==> config.mk <==
export PLATFORM = sky130hd
export DESIGN_NAME = mii_rx_frame_ctrl
export DESIGN_NICKNAME = d
export VERILOG_FILES = /design/src/rtl/mii_rx_frame_ctrl.sv
export SDC_FILE = /design/constraint.sdc
export NUM_CORES = 1
export LEC_CHECK = 0
export BUFFER_PORTS_ARGS = -buffer_cell sky130_fd_sc_hd__buf_2
export CAP_MARGIN = 20
export CORE_ASPECT_RATIO = 0.8
export CORE_MARGIN = 3
export CORE_UTILIZATION = 35
export CTS_BUF_LIST = sky130_fd_sc_hd__clkbuf_8
export DETAILED_ROUTE_END_ITERATION = 8
export SLEW_MARGIN = 0
export SYNTH_ARGS = -nofsm -noshare
export SYNTH_HDL_FRONTEND = slang
export SYNTH_SLANG_ARGS = --single-unit
==> constraint.sdc <==
create_clock -name clock -period 2 [get_ports clock]
set_clock_uncertainty 0.1 [all_clocks]
set_input_delay 0.1 -clock clock [delete_from_list [all_inputs] [get_ports clock]]
set_output_delay 0.1 -clock clock [all_outputs]
set_load 0.005 [all_outputs]
==> src/rtl/mii_rx_frame_ctrl.sv <==
// MII receive frame sequencer: preamble/SFD qualification, payload writes into a
// single-frame RX buffer, and a held frame descriptor. Optional stats: RX_FRAME_STATS_EN.
module mii_rx_frame_ctrl #(
   parameter int ADDR_W  = 11,
   parameter int MAX_LEN = 1518,
   parameter int MIN_LEN = 64,
   parameter int MIN_PRE = 2
) (
   input  logic              clock,
   input  logic              reset_n,
   input  logic              rx_dv,
   output logic              asm_ena,
   input  logic [7:0]        asm_byte,
   input  logic              asm_ren,
   input  logic              asm_err,
   output logic              wr_en,
   output logic [ADDR_W-1:0] wr_addr,
   output logic [7:0]        wr_data,
   output logic              frm_valid,
   output logic [ADDR_W:0]   frm_len,
   output logic [3:0]        frm_status,
   input  logic              frm_ack,
   output logic              overrun,
   output logic [2:0]        dbg_state
`ifdef RX_FRAME_STATS_EN
   ,
   output logic [15:0]       stat_good,
   output logic [15:0]       stat_bad,
   output logic [15:0]       stat_ovr
`endif
);

   typedef enum logic [2:0] {
      S_IDLE = 3'd0,
      S_PRE  = 3'd1,
      S_DATA = 3'd2,
      S_DROP = 3'd3,
      S_DONE = 3'd4
   } state_t;

   localparam logic [ADDR_W:0] MAX_LEN_C = (ADDR_W+1)'(MAX_LEN);
   localparam logic [ADDR_W:0] MIN_LEN_C = (ADDR_W+1)'(MIN_LEN);
   localparam logic [3:0]      MIN_PRE_C = 4'(MIN_PRE);

   state_t            state_q, state_d;
   logic              rx_dv_q;
   logic [ADDR_W:0]   len_q, len_d;
   logic [3:0]        pre_cnt_q, pre_cnt_d;
   logic [3:0]        status_q, status_d;
   logic [1:0]        gap_q, gap_d;
   logic              ovr_drop_q, ovr_drop_d;
   logic              wr_fire, ovr_fire, desc_load;
   logic              dv_rise, frm_valid_nx;
   logic [3:0]        desc_status;

   // Descriptor handshake: frm_valid rises when a frame is published and holds
   // until a cycle with frm_ack=1, after which it drops; ack while invalid is a no-op.
   assign dv_rise      = rx_dv && !rx_dv_q;
   assign frm_valid_nx = frm_valid && !frm_ack;
   assign desc_status  = {status_q[3:1], status_q[0] | ((len_q < MIN_LEN_C) && !status_q[2])};
   assign dbg_state    = state_q;

   always_comb begin
      state_d    = state_q;
      len_d      = len_q;
      pre_cnt_d  = pre_cnt_q;
      status_d   = status_q;
      gap_d      = gap_q;
      ovr_drop_d = ovr_drop_q;
      wr_fire    = 1'b0;
      ovr_fire   = 1'b0;
      desc_load  = 1'b0;
      case (state_q)
         S_IDLE: begin
            if (dv_rise) begin
               if (frm_valid_nx) begin
                  state_d    = S_DROP;
                  ovr_drop_d = 1'b1;
                  ovr_fire   = 1'b1;
               end else begin
                  state_d    = S_PRE;
                  len_d      = '0;
                  pre_cnt_d  = '0;
                  status_d   = '0;
                  gap_d      = '0;
                  ovr_drop_d = 1'b0;
               end
            end
         end
         S_PRE: begin
            if (!rx_dv) begin
               state_d = S_IDLE;
            end else if (asm_ren) begin
               if (asm_err) begin
                  status_d[2] = 1'b1;
                  state_d     = S_DROP;
               end else if (asm_byte == 8'h55) begin
                  if (pre_cnt_q != 4'hF) pre_cnt_d = pre_cnt_q + 4'd1;
               end else if (asm_byte == 8'hD5 && pre_cnt_q >= MIN_PRE_C) begin
                  state_d = S_DATA;
                  gap_d   = '0;
               end else begin
                  status_d[2] = 1'b1;
                  state_d     = S_DROP;
               end
            end
         end
         S_DATA: begin
            // A long silence before rx_dv drops means the frame ended mid-byte.
            if (!rx_dv) begin
               if (gap_q >= 2'd2) status_d[3] = 1'b1;
               state_d = S_DONE;
            end else if (asm_ren) begin
               gap_d = '0;
               if (len_q < MAX_LEN_C) begin
                  wr_fire = 1'b1;
                  len_d   = len_q + 1'b1;
               end else begin
                  status_d[1] = 1'b1;
                  state_d     = S_DROP;
               end
            end else if (gap_q != 2'd3) begin
               gap_d = gap_q + 2'd1;
            end
         end
         S_DROP: begin
            if (!rx_dv) begin
               state_d = (!ovr_drop_q && status_q != 4'd0) ? S_DONE : S_IDLE;
            end
         end
         S_DONE: begin
            desc_load = 1'b1;
            state_d   = S_IDLE;
         end
         default: state_d = S_IDLE;
      endcase
   end

   always_ff @(posedge clock) begin
      if (!reset_n) begin
         state_q    <= S_IDLE;
         // Treat rx_dv as already high so a frame in flight at reset is not re-captured.
         rx_dv_q    <= 1'b1;
         len_q      <= '0;
         pre_cnt_q  <= '0;
         status_q   <= '0;
         gap_q      <= '0;
         ovr_drop_q <= 1'b0;
         asm_ena    <= 1'b0;
         wr_en      <= 1'b0;
         wr_addr    <= '0;
         wr_data    <= '0;
         frm_valid  <= 1'b0;
         frm_len    <= '0;
         frm_status <= '0;
         overrun    <= 1'b0;
      end else begin
         state_q    <= state_d;
         rx_dv_q    <= rx_dv;
         len_q      <= len_d;
         pre_cnt_q  <= pre_cnt_d;
         status_q   <= status_d;
         gap_q      <= gap_d;
         ovr_drop_q <= ovr_drop_d;
         asm_ena    <= rx_dv && (state_q == S_PRE || state_q == S_DATA);
         wr_en      <= wr_fire;
         if (wr_fire) begin
            wr_addr <= len_q[ADDR_W-1:0];
            wr_data <= asm_byte;
         end
         overrun <= ovr_fire;
         if (desc_load) begin
            frm_valid  <= 1'b1;
            frm_len    <= status_q[2] ? '0 : len_q;
            frm_status <= desc_status;
         end else if (frm_ack) begin
            frm_valid <= 1'b0;
         end
      end
   end

`ifdef RX_FRAME_STATS_EN
   always_ff @(posedge clock) begin
      if (!reset_n) begin
         stat_good <= '0;
         stat_bad  <= '0;
         stat_ovr  <= '0;
      end else begin
         if (desc_load && desc_status == 4'd0 && stat_good != 16'hFFFF) stat_good <= stat_good + 16'd1;
         if (desc_load && desc_status != 4'd0 && stat_bad != 16'hFFFF)  stat_bad  <= stat_bad + 16'd1;
         if (ovr_fire && stat_ovr != 16'hFFFF) stat_ovr <= stat_ovr + 16'd1;
      end
   end
`endif

endmodule

# Yosys cells after proc, flatten, opt, wreduce, memory -nomap -nowiden
# Index checks and enable logic that the tools add are counted.
[classes]
addsub = 3
n_lt_le_gt_ge = 4
n_eq_ne = 31
n_mux = 62
reduce_logical = 26
[op_table]
columns = ["op", "count"]
rows = [
  ["$mux W12", 6],
  ["$mux W4", 9],
  ["$ne A2 B2 Y1 const B", 17],
  ["$mux W3", 10],
  ["$pmux W12 S2", 1],
  ["$mux W2", 11],
  ["$mux W1", 19],
  ["$ne A3 B3 Y1 const B", 6],
  ["$reduce_and A6 Y1", 3],
  ["$add A12 B1 Y12 const B", 1],
  ["$lt A12 B11 Y1 const B", 1],
  ["$lt A12 B7 Y1 const B", 1],
  ["$pmux W3 S4", 1],
  ["$reduce_and A10 Y1", 1],
  ["$eq A8 B7 Y1 const B", 1],
  ["$eq A8 B8 Y1 const B", 1],
  ["$ne A4 B4 Y1 const B", 2],
  ["$pmux W4 S2", 1],
  ["$reduce_and A8 Y1", 1],
  ["$reduce_and A7 Y1", 1],
  ["$eq A3 B2 Y1 const B", 2],
  ["$logic_and A1 B1 Y1", 6],
  ["$pmux W1 S2", 3],
  ["$pmux W2 S3", 1],
  ["other kinds (15)", 20],
]
[word_totals]
reg_bits = 65
input_bits = 14
word_cells = 143

# Longest topological paths before layout
[depth]
ltp_word = 8
depth_mapped = 7
mapped_depth_nobuf = 7

# Worst setup path after synthesis
# Ideal clock, no wire load.
[synth_path]
path_type = "register -> register"
from = "reg state_q[1] (netlist: dbg_state[1])"
to = "reg state_q[1] (netlist: dbg_state[1])"
t_arrival_ps = 1558
required_ps = 1777
path_slack_ps = 218
path_stages_with_launch = 7
n_path_buf = 1
cell_sequence = "dfxtp_1 > buf_2 > nand2b_1 > o21ai_0 > a2111oi_0 > a211o_1 > mux2_1"
[synth_between]
elab_chain_len = 3
word_cells_on_any_way = 12
[synth_rtl]
columns = ["element", "line_no", "rtl"]
rows = [
  ["start, declared", "45", "state_t state_q, state_d;"],
  ["start signal, assigned", "158", "state_q <= state_d;"],
  ["$eq A3 B1 Y1 (tied with other cells)", "73", "case (state_q)"],
  ["$ne A4 B4 Y1 (no source line) (tied with other cells)", "-", ""],
  ["$reduce_and A6 Y1 (no source line)", "-", ""],
]
# Parallel ways exist; a longest one is shown, timed or not.
# A chain may end at the register's enable or synchronous reset.

# Final worst setup path
# Ends and elaborated chain as after synthesis.

==> metrics.cfg <==
[logic_synthesis]
ys_ff_latch=65
synth_area_um2=2861
synth_area_per_cell_um2=8.083
synthArstFlopShare_pct=0
synth_seq_area_share_pct=45.47
yosysWarnings=0
synth_edf_count=0
syn_inst=354
yosysUniqueCellTypes=45
synthesis.nets=373
ys.flop_type=dfxtp_1

[global_route]
track_usage_pct=17.27
grt_max_degree=24
grt_pass1_wl_um=12630
grt_pass1_vias=2527
antenna_found_initial=0
grt_overflow_total=0

[layout]
layout-drive-gt1-share_pct=24.65
layout_commonest_cell=nand2_1
nFillCells=764
multi_input_area_um2=1444
syn2layout_area_growth_pct=29.56
layout_common_cells=73 x nand2_1, 65 x dfxtp_1, 55 x buf_2, 46 x a21oi_1, 27 x nor2_1
n_antenna_cell=0
stdcell_count=539
final_nets=449
regArea_um2=1301

[setup_path]
crit_arrival_ns=2.07
crit_family=compound AO/OA/AOI/OAI gates
required_ns=2.14
crit_type=reg -> reg
slowest_delay_ns=0.46
crit_path_end_kind=register
crit_slowest_cell=dfxtp_1
crit_chain=nand2b_1 > o21ai_0 > a2111oi_2 > a211o_1 > mux2_1
worstPathMaxFanout=8
cp-start-kind=register
critical_path_buf_inv_count=0

[floorplanning]
dieWidth_um=107.1
pin_count=56
die_h_um=86.88
initial_core_util_pct=37.30
coreArea_um2=7672
dieArea_um2=9303
rows=28

[timing]
whs_ns=0.02995
fmax_ghz=0.5184
finalSetupTns_ns=0
slew_headroom_pct=70.78
final.setup.worst_slack_ns=0.07116
final.min_clock_period_ns=1.929
setup_violations=0
drv_slew=0
tightest_slew_ns=0.4377
min_period_over_period_pct=96.44
hold_violations=0

[cts]
clk_path_buf_depth=2
post_cts_buffers=0
clock-root-buffer=clkbuf_8
numCtsBuffers=9
clkTransAtPathRegs_ns=0.07
htree_levels=3
cts_tree=built
clock_sinks=65
clock_latency_ns=0.34

[pwr]
peakVddDrop_v=0.0003771
p_leak_nw=1.458
power.total_mw=3.002
pwr_density_cell_nw_per_um2=809.8

[placed_design]
gp_congestion=0.9111
dp_slack_ns=0.09098
dp_hpwl_um=5302
dp.cells=514
portBuffers=55

[routing]
viasPerCell=5.022
drc=0
vias=2707
ant_nets=0
drt-pass1-iter-count=4
routedWlPerCell_um=13.66
wl_um=7363
drt-initial-drc-count=129

[hold_path]
hold_class=in -> reg

[outcome]
status=complete, no violations

[run]
drv_cap=0

## kinds of logic after synthesis
| group | synth area share (%) |
|---|---|
| compound gates | 15.13 |
| xor+xnor | 2.449 |
| fa+ha+maj | 2.186 |
| buf+inv | 5.116 |
| flops | 45.47 |
| mux | 1.093 |
| simple gates | 28.55 |
## through the flow
| stage | util [%] | cell area (um^2) |
|---|---|---|
| 3_3_place_gp | 43.79 | 3359 |
| 3_5_place_dp | 43.79 | 3359 |
| 4_1_cts | 47.93 | 3677 |
| 2_1_floorplan | - | 2861 |
| 5_1_grt | 48.32 | 3707 |
| 6_report | 48.32 | 3707 |
## layer usage
layer,track usage [%],routed length (um),vias to the layer above
li1,-,-,1363
met1,25.58,3868,1237
met2,23.57,2894,99
met3,5.930,535,8
met4,4.762,66,0
met5,0,0,-
## synthesized netlist by cell type, types with 2 or more instances
cell type  count  area [um^2]
and2_1         2        12.51
inv_1          9        33.78
nand3_1       11        55.05
a21oi_1       46        230.2
and3_1         3        18.77
a31oi_1        5        31.28
or3_1          2        12.51
nand4bb_1      2        22.52
o21ai_0        3        15.01
buf_2         10        50.05
nand3b_1      13        97.59
a211oi_1       4        30.03
a21o_1         2        15.01
mux2i_1        2        20.02
nor2b_1        2        12.51
a2111oi_0      2        17.52
xnor2_1        8        70.07
nor4_1         3        18.77
nor4_2         2        25.02
clkbuf_2       2        10.01
clkbuf_1      13        48.80
nand2_1       73        274.0
ha_1           5        62.56
dfxtp_1       65         1301
nand2b_1       8        50.05
nor2_1        27        101.4
nor3_1        12        60.06
## worst register-to-register path, stage by stage, from the launching register on
cell       delay, ns
dfxtp_1         0.46
nand2b_1        0.18
o21ai_0         0.12
a2111oi_2       0.40
a211o_1         0.22
mux2_1          0.33
## sequential cells by signal, indices dropped and copies added (netlist names)
signal and flops:
frm_status 4, wr_data 8, pre_cnt_q 4, asm_ena 1, frm_len 12, rx_dv_q 1, ovr_drop_q 1, frm_valid 1
status_q 3, overrun 1, wr_addr 11, len_q 12, gap_q 2, dbg_state 3, wr_en 1
## worst paths after layout
path	startpoint	endpoint	slack (ns)	cells past startpoint
max	dbg_state[1]$_SDFFE_PN0P_	dbg_state[1]$_SDFFE_PN0P_	0.07	5
min	frm_ack	frm_valid$_SDFFE_PN0P_	0.03	3
max reg2reg	dbg_state[1]$_SDFFE_PN0P_	dbg_state[1]$_SDFFE_PN0P_	0.07	5
min reg2reg	wr_data[5]$_SDFFE_PN0P_	wr_data[5]$_SDFFE_PN0P_	0.35	2
## where the power goes
part	switching [mW]	internal (mW)	leakage [nW]
combinational	0.225	0.182	0.829
sequential	0.0424	1.32	0.524
clock	0.506	0.726	0.104
## layout make-up
class                   instances  area share [%]
multi-input cells             254           38.95
flip-flops and latches         65           35.10
repair buffers                 90           15.52
clock buffers                  10           3.712
well taps                     105           3.544
clock inverters                 5           2.160
inverters                      10           1.012
## what timing repair did
| action | CTS | global route |
|---|---|---|
| endpoints found under the hold margin | 9 | 0 |
| gates resized for setup | 0 | 6 |
| hold buffers | 10 | 0 |
| endpoints found under the setup margin | 0 | 8 |
Power figures use the tool's default switching activity.
